===== config.mk =====
export PLATFORM = sky130hd
export DESIGN_NAME = scpad_frontend_arb_flat
export DESIGN_NICKNAME = d
export VERILOG_FILES = /design/src/rtl/scpad_frontend_arb_if.sv /design/src/rtl/scpad_frontend_arb.sv /design/src/flat_wrapper.sv
export SDC_FILE = /design/constraint.sdc
export NUM_CORES = 2
export LEC_CHECK = 0
export ABC_AREA = 1
export BUFFER_PORTS_ARGS = -buffer_cell sky130_fd_sc_hd__buf_2
export CELL_PAD_IN_SITES_DETAIL_PLACEMENT = 0
export CELL_PAD_IN_SITES_GLOBAL_PLACEMENT = 1
export CORE_AREA = 2 2 620 622
export CTS_CLUSTER_DIAMETER = 50
export DETAILED_ROUTE_END_ITERATION = 7
export DIE_AREA = 0 0 622 624
export GPL_ROUTABILITY_DRIVEN = 0
export GPL_TIMING_DRIVEN = 0
export PLACE_DENSITY_LB_ADDON = 0.08
export SYNTH_ARGS = -nofsm -noshare
export SYNTH_HDL_FRONTEND = slang
export SYNTH_SLANG_ARGS = --single-unit

===== constraint.sdc =====
create_clock -name clk -period 42 [get_ports clk]
set_clock_uncertainty 0.05 [all_clocks]
set_input_delay 0 -clock clk [delete_from_list [all_inputs] [get_ports clk]]
set_output_delay 0 -clock clk [all_outputs]
set_load 0.1 [all_outputs]

===== src/rtl/scpad_frontend_arb_if.sv =====
// rtl/scpad_frontend_arb_if.sv - request/response bundle shared by requesters, SRAM control and the frontend arbiter
interface scpad_frontend_arb_if #(
    parameter int ADDR_W = 16,
    parameter int DATA_W = 256
);
    logic              vc_req_valid;
    logic              vc_req_ready;
    logic              vc_req_write;
    logic [ADDR_W-1:0] vc_req_addr;
    logic [DATA_W-1:0] vc_req_wdata;

    logic              sa_req_valid;
    logic              sa_req_ready;
    logic              sa_req_write;
    logic [ADDR_W-1:0] sa_req_addr;
    logic [DATA_W-1:0] sa_req_wdata;

    logic              sram_req_valid;
    logic              sram_req_ready;
    logic              sram_req_src;
    logic              sram_req_write;
    logic [ADDR_W-1:0] sram_req_addr;
    logic [DATA_W-1:0] sram_req_wdata;

    logic              sram_res_valid;
    logic [DATA_W-1:0] sram_res_rdata;

    logic              vc_res_valid;
    logic              vc_res_complete;
    logic [DATA_W-1:0] vc_res_rdata;
    logic              sa_res_valid;
    logic              sa_res_complete;
    logic [DATA_W-1:0] sa_res_rdata;

    logic              err_unexp_res;

    // Arbiter side
    modport slave (
        input  vc_req_valid, vc_req_write, vc_req_addr, vc_req_wdata,
        output vc_req_ready,
        input  sa_req_valid, sa_req_write, sa_req_addr, sa_req_wdata,
        output sa_req_ready,
        output sram_req_valid, sram_req_src, sram_req_write, sram_req_addr, sram_req_wdata,
        input  sram_req_ready,
        input  sram_res_valid, sram_res_rdata,
        output vc_res_valid, vc_res_complete, vc_res_rdata,
        output sa_res_valid, sa_res_complete, sa_res_rdata,
        output err_unexp_res
    );

    // Requester / SRAM-control side
    modport master (
        output vc_req_valid, vc_req_write, vc_req_addr, vc_req_wdata,
        input  vc_req_ready,
        output sa_req_valid, sa_req_write, sa_req_addr, sa_req_wdata,
        input  sa_req_ready,
        input  sram_req_valid, sram_req_src, sram_req_write, sram_req_addr, sram_req_wdata,
        output sram_req_ready,
        output sram_res_valid, sram_res_rdata,
        input  vc_res_valid, vc_res_complete, vc_res_rdata,
        input  sa_res_valid, sa_res_complete, sa_res_rdata,
        input  err_unexp_res
    );
endinterface


===== src/rtl/scpad_frontend_arb.sv =====
// rtl/scpad_frontend_arb.sv - VC/SA request arbiter in front of scratchpad SRAM control with in-order response routing
// Optional performance counters are built when SCPAD_ARB_PERF_EN is defined.
module scpad_frontend_arb #(
    parameter int ADDR_W       = 16,
    parameter int DATA_W       = 256,
    parameter int REQ_DEPTH    = 4,
    parameter int TAG_DEPTH    = 8,
    parameter int STARVE_LIMIT = 8
) (
    input  logic clk,
    input  logic rst,
    scpad_frontend_arb_if.slave bus
`ifdef SCPAD_ARB_PERF_EN
    ,
    output logic [31:0] perf_vc_grants,
    output logic [31:0] perf_sa_grants,
    output logic [31:0] perf_stall_cycles
`endif
);
    localparam int RP_W  = $clog2(REQ_DEPTH);
    localparam int TP_W  = $clog2(TAG_DEPTH);
    localparam int SC_W  = $clog2(STARVE_LIMIT + 1);
    localparam int ENT_W = 1 + ADDR_W + DATA_W;
    localparam logic [SC_W-1:0]   STARVE_MAX = SC_W'(STARVE_LIMIT);
    localparam logic [TP_W+1:0]   TAG_CAP    = (TP_W+2)'(TAG_DEPTH);

    // Index 0 is the vector core, index 1 the systolic array; matches sram_req_src.
    logic [1:0]       push;
    logic [1:0]       pop;
    logic [1:0]       not_empty;
    logic [1:0]       full;
    logic [ENT_W-1:0] push_data [2];
    logic [ENT_W-1:0] head      [2];

    assign push_data[0] = {bus.vc_req_write, bus.vc_req_addr, bus.vc_req_wdata};
    assign push_data[1] = {bus.sa_req_write, bus.sa_req_addr, bus.sa_req_wdata};

    assign bus.vc_req_ready = !rst && !full[0];
    assign bus.sa_req_ready = !rst && !full[1];
    assign push[0] = bus.vc_req_valid && bus.vc_req_ready;
    assign push[1] = bus.sa_req_valid && bus.sa_req_ready;

    for (genvar r = 0; r < 2; r++) begin : g_req_fifo
        logic [ENT_W-1:0] mem [REQ_DEPTH];
        logic [RP_W:0]    wr_ptr;
        logic [RP_W:0]    rd_ptr;

        assign not_empty[r] = (wr_ptr != rd_ptr);
        assign full[r]      = (wr_ptr[RP_W] != rd_ptr[RP_W]) &&
                              (wr_ptr[RP_W-1:0] == rd_ptr[RP_W-1:0]);
        assign head[r]      = mem[rd_ptr[RP_W-1:0]];

        always_ff @(posedge clk) begin
            if (rst) begin
                wr_ptr <= '0;
                rd_ptr <= '0;
            end else begin
                if (push[r]) wr_ptr <= wr_ptr + 1'b1;
                if (pop[r])  rd_ptr <= rd_ptr + 1'b1;
            end
        end

        always_ff @(posedge clk) begin
            if (push[r]) mem[wr_ptr[RP_W-1:0]] <= push_data[r];
        end
    end

    // Outstanding-request tags: {src, write} per issued request, oldest at the head.
    logic [1:0]    tag_mem [TAG_DEPTH];
    logic [TP_W:0] tag_wr;
    logic [TP_W:0] tag_rd;
    logic [TP_W:0] tag_cnt;
    logic [TP_W+1:0] tag_occ_next;
    logic [1:0]    tag_head;
    logic          tag_empty;
    logic          tag_ok;

    logic              req_valid_q;
    logic              req_src_q;
    logic              req_write_q;
    logic [ADDR_W-1:0] req_addr_q;
    logic [DATA_W-1:0] req_wdata_q;
    logic [SC_W-1:0]   starve_cnt;

    logic hs;
    logic res_pop;
    logic out_free;
    logic grant;
    logic sa_win;

    assign hs        = req_valid_q && bus.sram_req_ready;
    assign tag_cnt   = tag_wr - tag_rd;
    assign tag_empty = (tag_cnt == '0);
    assign tag_head  = tag_mem[tag_rd[TP_W-1:0]];
    assign res_pop   = bus.sram_res_valid && !tag_empty;

    // A new grant will need a tag slot when it is later handshaken, so leave one free after this cycle.
    assign tag_occ_next = {1'b0, tag_cnt} + (TP_W+2)'(hs) - (TP_W+2)'(res_pop);
    assign tag_ok       = (tag_occ_next < TAG_CAP);

    assign out_free = !req_valid_q || bus.sram_req_ready;
    assign grant    = out_free && tag_ok && (not_empty != 2'b00);
    assign sa_win   = not_empty[1] && (!not_empty[0] || starve_cnt == STARVE_MAX);
    assign pop[0]   = grant && !sa_win;
    assign pop[1]   = grant && sa_win;

    always_ff @(posedge clk) begin
        if (rst) begin
            req_valid_q <= 1'b0;
            req_src_q   <= 1'b0;
            req_write_q <= 1'b0;
            req_addr_q  <= '0;
            req_wdata_q <= '0;
        end else if (out_free) begin
            req_valid_q <= grant;
            if (grant) begin
                req_src_q <= sa_win;
                {req_write_q, req_addr_q, req_wdata_q} <= sa_win ? head[1] : head[0];
            end
        end
    end

    assign bus.sram_req_valid = req_valid_q;
    assign bus.sram_req_src   = req_src_q;
    assign bus.sram_req_write = req_write_q;
    assign bus.sram_req_addr  = req_addr_q;
    assign bus.sram_req_wdata = req_wdata_q;

    // Counts VC wins only while SA is actually waiting.
    always_ff @(posedge clk) begin
        if (rst) begin
            starve_cnt <= '0;
        end else if (!not_empty[1] || pop[1]) begin
            starve_cnt <= '0;
        end else if (pop[0] && starve_cnt != STARVE_MAX) begin
            starve_cnt <= starve_cnt + 1'b1;
        end
    end

    always_ff @(posedge clk) begin
        if (rst) begin
            tag_wr <= '0;
            tag_rd <= '0;
        end else begin
            if (hs)      tag_wr <= tag_wr + 1'b1;
            if (res_pop) tag_rd <= tag_rd + 1'b1;
        end
    end

    always_ff @(posedge clk) begin
        if (hs) tag_mem[tag_wr[TP_W-1:0]] <= {req_src_q, req_write_q};
    end

    logic              vc_res_valid_q;
    logic              vc_res_complete_q;
    logic [DATA_W-1:0] vc_res_rdata_q;
    logic              sa_res_valid_q;
    logic              sa_res_complete_q;
    logic [DATA_W-1:0] sa_res_rdata_q;
    logic              err_q;

    always_ff @(posedge clk) begin
        if (rst) begin
            vc_res_valid_q    <= 1'b0;
            vc_res_complete_q <= 1'b0;
            vc_res_rdata_q    <= '0;
            sa_res_valid_q    <= 1'b0;
            sa_res_complete_q <= 1'b0;
            sa_res_rdata_q    <= '0;
            err_q             <= 1'b0;
        end else begin
            vc_res_valid_q    <= res_pop && !tag_head[1];
            vc_res_complete_q <= res_pop && !tag_head[1] && tag_head[0];
            sa_res_valid_q    <= res_pop && tag_head[1];
            sa_res_complete_q <= res_pop && tag_head[1] && tag_head[0];
            if (res_pop && !tag_head[1]) vc_res_rdata_q <= bus.sram_res_rdata;
            if (res_pop && tag_head[1])  sa_res_rdata_q <= bus.sram_res_rdata;
            if (bus.sram_res_valid && tag_empty) err_q <= 1'b1;
        end
    end

    assign bus.vc_res_valid    = vc_res_valid_q;
    assign bus.vc_res_complete = vc_res_complete_q;
    assign bus.vc_res_rdata    = vc_res_rdata_q;
    assign bus.sa_res_valid    = sa_res_valid_q;
    assign bus.sa_res_complete = sa_res_complete_q;
    assign bus.sa_res_rdata    = sa_res_rdata_q;
    assign bus.err_unexp_res   = err_q;

`ifdef SCPAD_ARB_PERF_EN
    always_ff @(posedge clk) begin
        if (rst) begin
            perf_vc_grants    <= '0;
            perf_sa_grants    <= '0;
            perf_stall_cycles <= '0;
        end else begin
            if (hs && !req_src_q && perf_vc_grants != '1) perf_vc_grants <= perf_vc_grants + 1'b1;
            if (hs && req_src_q && perf_sa_grants != '1)  perf_sa_grants <= perf_sa_grants + 1'b1;
            if (req_valid_q && !bus.sram_req_ready && perf_stall_cycles != '1)
                perf_stall_cycles <= perf_stall_cycles + 1'b1;
        end
    end
`endif
endmodule


===== src/flat_wrapper.sv =====
// flat-port wrapper written by rule: the top's interface ports become plain ports
module scpad_frontend_arb_flat 
#(
    parameter int ADDR_W       = 16,
    parameter int DATA_W       = 256,
    parameter int REQ_DEPTH    = 4,
    parameter int TAG_DEPTH    = 8,
    parameter int STARVE_LIMIT = 8
)
  (clk, rst, bus_vc_req_valid, bus_vc_req_write, bus_vc_req_addr, bus_vc_req_wdata, bus_vc_req_ready, bus_sa_req_valid, bus_sa_req_write, bus_sa_req_addr, bus_sa_req_wdata, bus_sa_req_ready, bus_sram_req_valid, bus_sram_req_src, bus_sram_req_write, bus_sram_req_addr, bus_sram_req_wdata, bus_sram_req_ready, bus_sram_res_valid, bus_sram_res_rdata, bus_vc_res_valid, bus_vc_res_complete, bus_vc_res_rdata, bus_sa_res_valid, bus_sa_res_complete, bus_sa_res_rdata, bus_err_unexp_res);
  scpad_frontend_arb_if #(.ADDR_W(ADDR_W), .DATA_W(DATA_W)) bus_i ();
  input  logic clk;
  input  logic rst;
  input wire logic [$bits(bus_i.vc_req_valid)-1:0] bus_vc_req_valid;
  input wire logic [$bits(bus_i.vc_req_write)-1:0] bus_vc_req_write;
  input wire logic [$bits(bus_i.vc_req_addr)-1:0] bus_vc_req_addr;
  input wire logic [$bits(bus_i.vc_req_wdata)-1:0] bus_vc_req_wdata;
  output wire logic [$bits(bus_i.vc_req_ready)-1:0] bus_vc_req_ready;
  input wire logic [$bits(bus_i.sa_req_valid)-1:0] bus_sa_req_valid;
  input wire logic [$bits(bus_i.sa_req_write)-1:0] bus_sa_req_write;
  input wire logic [$bits(bus_i.sa_req_addr)-1:0] bus_sa_req_addr;
  input wire logic [$bits(bus_i.sa_req_wdata)-1:0] bus_sa_req_wdata;
  output wire logic [$bits(bus_i.sa_req_ready)-1:0] bus_sa_req_ready;
  output wire logic [$bits(bus_i.sram_req_valid)-1:0] bus_sram_req_valid;
  output wire logic [$bits(bus_i.sram_req_src)-1:0] bus_sram_req_src;
  output wire logic [$bits(bus_i.sram_req_write)-1:0] bus_sram_req_write;
  output wire logic [$bits(bus_i.sram_req_addr)-1:0] bus_sram_req_addr;
  output wire logic [$bits(bus_i.sram_req_wdata)-1:0] bus_sram_req_wdata;
  input wire logic [$bits(bus_i.sram_req_ready)-1:0] bus_sram_req_ready;
  input wire logic [$bits(bus_i.sram_res_valid)-1:0] bus_sram_res_valid;
  input wire logic [$bits(bus_i.sram_res_rdata)-1:0] bus_sram_res_rdata;
  output wire logic [$bits(bus_i.vc_res_valid)-1:0] bus_vc_res_valid;
  output wire logic [$bits(bus_i.vc_res_complete)-1:0] bus_vc_res_complete;
  output wire logic [$bits(bus_i.vc_res_rdata)-1:0] bus_vc_res_rdata;
  output wire logic [$bits(bus_i.sa_res_valid)-1:0] bus_sa_res_valid;
  output wire logic [$bits(bus_i.sa_res_complete)-1:0] bus_sa_res_complete;
  output wire logic [$bits(bus_i.sa_res_rdata)-1:0] bus_sa_res_rdata;
  output wire logic [$bits(bus_i.err_unexp_res)-1:0] bus_err_unexp_res;
  assign bus_i.vc_req_valid = bus_vc_req_valid;
  assign bus_i.vc_req_write = bus_vc_req_write;
  assign bus_i.vc_req_addr = bus_vc_req_addr;
  assign bus_i.vc_req_wdata = bus_vc_req_wdata;
  assign bus_vc_req_ready = bus_i.vc_req_ready;
  assign bus_i.sa_req_valid = bus_sa_req_valid;
  assign bus_i.sa_req_write = bus_sa_req_write;
  assign bus_i.sa_req_addr = bus_sa_req_addr;
  assign bus_i.sa_req_wdata = bus_sa_req_wdata;
  assign bus_sa_req_ready = bus_i.sa_req_ready;
  assign bus_sram_req_valid = bus_i.sram_req_valid;
  assign bus_sram_req_src = bus_i.sram_req_src;
  assign bus_sram_req_write = bus_i.sram_req_write;
  assign bus_sram_req_addr = bus_i.sram_req_addr;
  assign bus_sram_req_wdata = bus_i.sram_req_wdata;
  assign bus_i.sram_req_ready = bus_sram_req_ready;
  assign bus_i.sram_res_valid = bus_sram_res_valid;
  assign bus_i.sram_res_rdata = bus_sram_res_rdata;
  assign bus_vc_res_valid = bus_i.vc_res_valid;
  assign bus_vc_res_complete = bus_i.vc_res_complete;
  assign bus_vc_res_rdata = bus_i.vc_res_rdata;
  assign bus_sa_res_valid = bus_i.sa_res_valid;
  assign bus_sa_res_complete = bus_i.sa_res_complete;
  assign bus_sa_res_rdata = bus_i.sa_res_rdata;
  assign bus_err_unexp_res = bus_i.err_unexp_res;
  scpad_frontend_arb #(.ADDR_W(ADDR_W), .DATA_W(DATA_W), .REQ_DEPTH(REQ_DEPTH), .TAG_DEPTH(TAG_DEPTH), .STARVE_LIMIT(STARVE_LIMIT)) u_core (.clk(clk), .rst(rst), .bus(bus_i));
endmodule

Word level (Yosys, flattened, before mapping). Memory sizes are Yosys's and may differ from the RTL's. A register that Yosys moved wholly into a read port is not among the register bits. Cells that the tools add are included.

Equal/unequal tests: 8. $add $sub $neg: 10. Muxes and demuxes: 13. Order comparisons: 1. Reductions and logical operators: 35.

Operators with widths (count): two-way mux 273 bit (1); logical AND 1 bit (19); adder 3 x 1 -> 3 bit (second input constant) (4); adder 4 x 1 -> 4 bit (second input constant) (3); zero test 1 bit (9); two-way mux 2 bit (4); two-way mux 1 bit (6); two-way mux 3 bit (2); != test 3 bit (2); adder 4 x 1 -> 5 bit (1); < comparator 5 x 4 -> 1 bit (second input constant) (1); subtractor 5 x 1 -> 5 bit (1); equality test 2 bit (2); equality test 4 bit (second input constant) (1); zero test 4 bit (1); != test 4 bit (second input constant) (1); subtractor 4 bit (1); logical OR 1 bit (3); != test 1 bit (2); AND reduction 2 bit (1); nonzero test 2 bit (1); OR reduction 2 bit (1).

Logic and storage cells: 89. RAM bits: 2200. Memories kept: 3. Bits of input ports: 808. Register bits after elaboration: 816. Output and inout port bits: 794.

Memory list: u_core.g_req_fifo[0].mem (words 4, width 273, read ports 1, clocked after memory_dff 1, write ports 1, line scpad_frontend_arb.sv:44) `logic [ENT_W-1:0] mem [REQ_DEPTH];`; u_core.g_req_fifo[1].mem (words 4, width 273, read ports 1, clocked after memory_dff 1, write ports 1, line scpad_frontend_arb.sv:44); u_core.tag_mem (words 8, width 2, read ports 1, clocked after memory_dff 1, write ports 1, line scpad_frontend_arb.sv:69) `logic [1:0] tag_mem [TAG_DEPTH];`.

Logic depth before layout (Yosys ltp).
Depth after elaboration: 11. Gate-level depth with buffers: 28.

Worst setup path before layout. OpenSTA, ideal clock, no wires.

Kind: flip-flop to flip-flop. Start point: reg u_core.g_req_fifo[0].wr_ptr[0]. End point: reg u_core.g_req_fifo[0].wr_ptr[2]. Arrival: 13.922 ns. Clock period less this slack: 14.129 ns. Cell stages (with the launch flop): 11. Buffers on the path: 0. Library setup time: 0.157 ns. Required time: 41.793 ns. Path slack: 27.871 ns. Cells stage by stage: dfxtp_1 inv_1 nand2_1 nand2_1 nand2_1 o21ai_0 inv_1 nand2_1 nor2_1 o21ai_0 a21oi_1.

Cells in the longest elaborated chain, start to end: 5. Elaborated cells between the ends (all ways): 6. Those cells by class: 1 x add/sub; 1 x eq/ne; 4 x reduce/logical.

Ends and longest elaborated chain: from (decl) (line scpad_frontend_arb.sv:45) `logic [RP_W:0] wr_ptr;`; from (signal assigned) (line scpad_frontend_arb.sv:58) `if (push[r]) wr_ptr <= wr_ptr + 1'b1;`; equality test 2 bit (line scpad_frontend_arb.sv:50) `(wr_ptr[RP_W-1:0] == rd_ptr[RP_W-1:0]);`; logical AND 1 bit (line scpad_frontend_arb.sv:49) `assign full[r] = (wr_ptr[RP_W] != rd_ptr[RP_W]) &&`; zero test 1 bit (line scpad_frontend_arb.sv:38) `assign bus.vc_req_ready = !rst && !full[0];`; logical AND 1 bit (line scpad_frontend_arb.sv:38); named net bus_vc_req_ready (line flat_wrapper.sv:18) `output wire logic [$bits(bus_i.vc_req_ready)-1:0] bus_vc_req_ready;`; logical AND 1 bit (line scpad_frontend_arb.sv:40) `assign push[0] = bus.vc_req_valid && bus.vc_req_ready;`.

The timed path passes the listed nets, and every way through them passes these cells. A chain may end at the register's enable or synchronous reset.

Worst setup path after layout.
Start point: reg u_core.tag_rd[0]. End point: reg u_core.req_wdata_q[60], in the netlist u_core.bus.sram_req_wdata[60].

Cells in the longest elaborated chain, start to end: 9. Elaborated cells between the ends (all ways): 10. Those cells by class: 3 x add/sub; 1 x order compare; 6 x reduce/logical.

Ends and longest elaborated chain: from (decl) (line scpad_frontend_arb.sv:71) `logic [TP_W:0] tag_rd;`; from (signal assigned) (line scpad_frontend_arb.sv:146) `if (res_pop) tag_rd <= tag_rd + 1'b1;`; subtractor 4 bit (line scpad_frontend_arb.sv:92) `assign tag_cnt = tag_wr - tag_rd;`; zero test 4 bit (line scpad_frontend_arb.sv:93) `assign tag_empty = (tag_cnt == '0);`; zero test 1 bit (line scpad_frontend_arb.sv:95) `assign res_pop = bus.sram_res_valid && !tag_empty;`; logical AND 1 bit (line scpad_frontend_arb.sv:95); named net u_core.res_pop (line scpad_frontend_arb.sv:86) `logic res_pop;`; subtractor 5 x 1 -> 5 bit (line scpad_frontend_arb.sv:98) `assign tag_occ_next = {1'b0, tag_cnt} + (TP_W+2)'(hs) - (TP_W+2)'(res_pop);`; < comparator 5 x 4 -> 1 bit (line scpad_frontend_arb.sv:99) `assign tag_ok = (tag_occ_next < TAG_CAP);`; logical AND 1 bit (2 in series) (line scpad_frontend_arb.sv:102) `assign grant = out_free && tag_ok && (not_empty != 2'b00);`; AND reduction 2 bit (no line); to (signal assigned) (line scpad_frontend_arb.sv:118) `{req_write_q, req_addr_q, req_wdata_q} <= sa_win ? head[1] : head[0];`; to (decl) (line scpad_frontend_arb.sv:82) `logic [DATA_W-1:0] req_wdata_q;`.

The timed path passes the listed nets, and every way through them passes these cells.

==> results_dict.tcl <==
set metrics [dict create \
    reg2reg_depth 25 \
    avgRoutedWirePerCell_um 26.5 \
    final_cell_mix "2200 x edfxtp_1, 1847 x buf_2, 1637 x nor2_1" \
    yosysWarnings 0 \
    htree_levels 5 \
    outcome "completed" \
    grt_pass1_vias 91400 \
    route.detailed.drc 0 \
    utilization 0.424 \
    cts.sinks 3023 \
    ctsResizeCount 0 \
    slew_viol_final 0 \
    fin_crit_ps 4970 \
    io_pins 1602 \
    start_kind "register" \
    vias 91500 \
    drtPass1Iterations 8 \
    rsz0062_at_grt "false" \
    seq_area_um2 82500 \
    setup-tns-final_ps 0 \
    synthesis.nets 10700 \
    final-hold-violation-count 0 \
    cts_root_buf "clkbuf_16" \
    nFillCells 36800 \
    slew_headroom 0.0690 \
    initial_core_util 0.297 \
    clock_tree.buffer_depth 4 \
    io_buffer_count 1601 \
    p_leak_uw 0.0619 \
    synth_cell_type_count 38 \
    ys.flop_type "edfxtp_1" \
    seq_area_frac_synth 0.729 \
    fp-row-count 227 \
    period_share 0.118 \
    setup_violations 0 \
    multi_input_area_um2 26600 \
    power_density_nw_per_um2 67.2 \
    core-area_um2 381000 \
    rr_endpoint "u_core.bus.sram_req_wdata[60]" \
    cts_inserted_buffers 441 \
    worstPathRequired_ps 42820 \
    maxCapViolations 0 \
    cts_setup_buffers 0 \
    grt_max_degree 26 \
    async_flop_share 0 \
    synthCells 9900 \
    grt_pass1_wl_um 697000 \
    worstPathArrival_ps 5790 \
    clkSlewWorstSetupHoldPaths_ps 60 \
    r2r-start "u_core.tag_rd[0]" \
    min_path_cells 4 \
    avgSynthCellArea_um2 11.4 \
    cts_tree "yes" \
    die_height_um 624 \
    ff2ff_setup_slack_ps 37030 \
    criticalPathCategory "reg -> reg" \
    syn-cell-area_um2 113000 \
    grt_usage 0.252 \
    hp-class "in -> reg" \
    final_common_cell "edfxtp_1" \
    areaGrowthSynthToFinish_pct 42.8 \
    ant_nets 0 \
    grt_overflow 0 \
    synth.ff_latch_count 3023 \
    fmax_mhz 201 \
    routed_wl_um 508000 \
    worst-path-max-fanout 10 \
    grt_antenna_before_repair 274 \
    nNetsFinal 14500 \
    worst_slew_pin_slew_ps 1400 \
    post_drt_via_cell_ratio 4.77 \
    holdPathEnd "u_core.bus.sa_res_rdata[250]" \
    synth_edf_count 2200 \
    dp_hpwl_um 372000 \
    drt_iter0_drc 6788 \
    endpoint_kind "register" \
    dieWidth_um 622 \
    clock_latency_ps 940 \
    die_area_um2 388000 \
    hp-start "bus_sram_res_rdata[250]" \
    ir_drop_mv 0.0549 \
    drive_above_1_share 0.196 \
]
routing by layer:
metal / track usage / vias up / routed length, um
li1: - / 42700 / -
met1: 0.281 / 44400 / 188000
met2: 0.452 / 3143 / 257000
met3: 0.0488 / 1153 / 29600
met4: 0.140 / 110 / 32600
met5: 0 / - / 708
state kept, by name, indices dropped and copies added (netlist names), named ones only:
| register | cells |
|---|---|
| u_core.bus.err_unexp_res | 1 |
| u_core.bus.sa_res_complete | 1 |
| u_core.bus.sa_res_rdata | 256 |
| u_core.bus.sa_res_valid | 1 |
| u_core.bus.sram_req_addr | 16 |
| u_core.bus.sram_req_src | 1 |
| u_core.bus.sram_req_valid | 1 |
| u_core.bus.sram_req_wdata | 256 |
| u_core.bus.sram_req_write | 1 |
| u_core.bus.vc_res_complete | 1 |
| u_core.bus.vc_res_rdata | 256 |
| u_core.bus.vc_res_valid | 1 |
| u_core.g_req_fifo.mem | 2184 |
| u_core.g_req_fifo.rd_ptr | 6 |
| u_core.g_req_fifo.wr_ptr | 6 |
| u_core.starve_cnt | 4 |
| u_core.tag_mem | 16 |
| u_core.tag_rd | 4 |
| u_core.tag_wr | 4 |
layout make-up:
cell class	count	share of cell area
diodes	87	0.00135
clock buffers	559	0.0749
repair buffers	3339	0.164
plain buffers	687	0.0188
well taps	5038	0.0390
flip-flops and latches	3023	0.511
inverters	316	0.00734
multi-input cells	5874	0.164
clock inverters	274	0.0194
cell usage after synthesis (2+ instances only):
library cell     n  area [um2]
inv_1          311        1170
clkbuf_2        20         100
buf_6            3        33.8
nor2_1        1645        6170
mux2i_1          2        20.0
buf_2          246        1230
o22ai_1        546        3420
nand3_1         10        50.1
clkbuf_1       378        1420
xor2_1           5        43.8
inv_2            4        15.0
ha_1            22         275
dfxtp_1        823       16500
xnor2_1          3        26.3
buf_1           17        63.8
edfxtp_1      2200       66100
buf_4           23         173
o21ai_0       1568        7850
nand4_1          6        37.5
o21ai_1         55         275
a21oi_1        557        2790
nand2_2          2        12.5
nand2_1       1438        5400
nor3_1           2        10.0
per-stage QoR:
step | cells | power, uW | cell area, um2 | setup WS [ps] | hold slack (ps)
4_1_cts | 19100 | 11000 | 161000 | 36880 | 2.40
6_report | 19200 | 10900 | 162000 | 37030 | 57.7
5_1_grt | 19200 | 11300 | 162000 | 36610 | 32.1
2_1_floorplan | 9900 | 5890 | 113000 | 27870 | 48.9
3_5_place_dp | 16700 | 7030 | 130000 | 36920 | 166
3_3_place_gp | 16500 | 7050 | 128000 | 14270 | 161
report_power, final:
group	leakage, uW	switching, uW	internal (uW)
registers	0.0267	106	3440
clock network	0.00732	1450	2350
logic	0.0278	2830	703
what timing repair did:
action / CTS / global route
hold endpoints to repair: 2901 / 0
hold buffers: 1627 / 0
setup endpoints to repair: 0 / 0
cell families after synthesis:
family          Yosys count  synth area share
compound gates         2734             0.127
xor+xnor                  8          0.000619
fa+ha+maj                23           0.00261
buf+inv                1003            0.0371
flops                  3023             0.729
mux                       2          0.000177
simple gates           3107             0.103
critical path, cell delays in order, from the launching register on:
cell	delay, ps
dfxtp_1	430
ha_1	180
inv_1	60
fa_1	370
xor2_1	190
inv_1	90
ha_1	160
nand3_1	80
nand2_1	190
clkinv_1	260
ha_1	270
inv_1	50
ha_1	230
inv_1	60
nor2_1	30
nand2_1	50
nand2_1	70
nand2_1	60
nand2_1	40
nand2_1	90
nand2_1	70
nor2_2	280
buf_2	650
buf_2	460
nand2_1	210
a21oi_1	190
worst max path at each step:
| stage | from | endpoint | slack (ps) | cells after the start |
|---|---|---|---|---|
| global route | u_core.tag_rd[0] | u_core.bus.sram_req_wdata[60] | 36610 | 25 |
| CTS | u_core.tag_rd[0] | u_core.bus.sram_req_wdata[60] | 36880 | 25 |
| detailed placement | u_core.tag_rd[0] | u_core.bus.sram_req_wdata[60] | 36920 | 25 |
| floorplan | u_core.g_req_fifo[0].wr_ptr[0] | u_core.g_req_fifo[0].wr_ptr[2] | 27870 | 10 |
| finish | u_core.tag_rd[0] | u_core.bus.sram_req_wdata[60] | 37030 | 25 |
| global placement | u_core.g_req_fifo[1].wr_ptr[0] | u_core.g_req_fifo[1].wr_ptr[2] | 14270 | 10 |
Note: power is estimated with default switching activity, not from simulation.
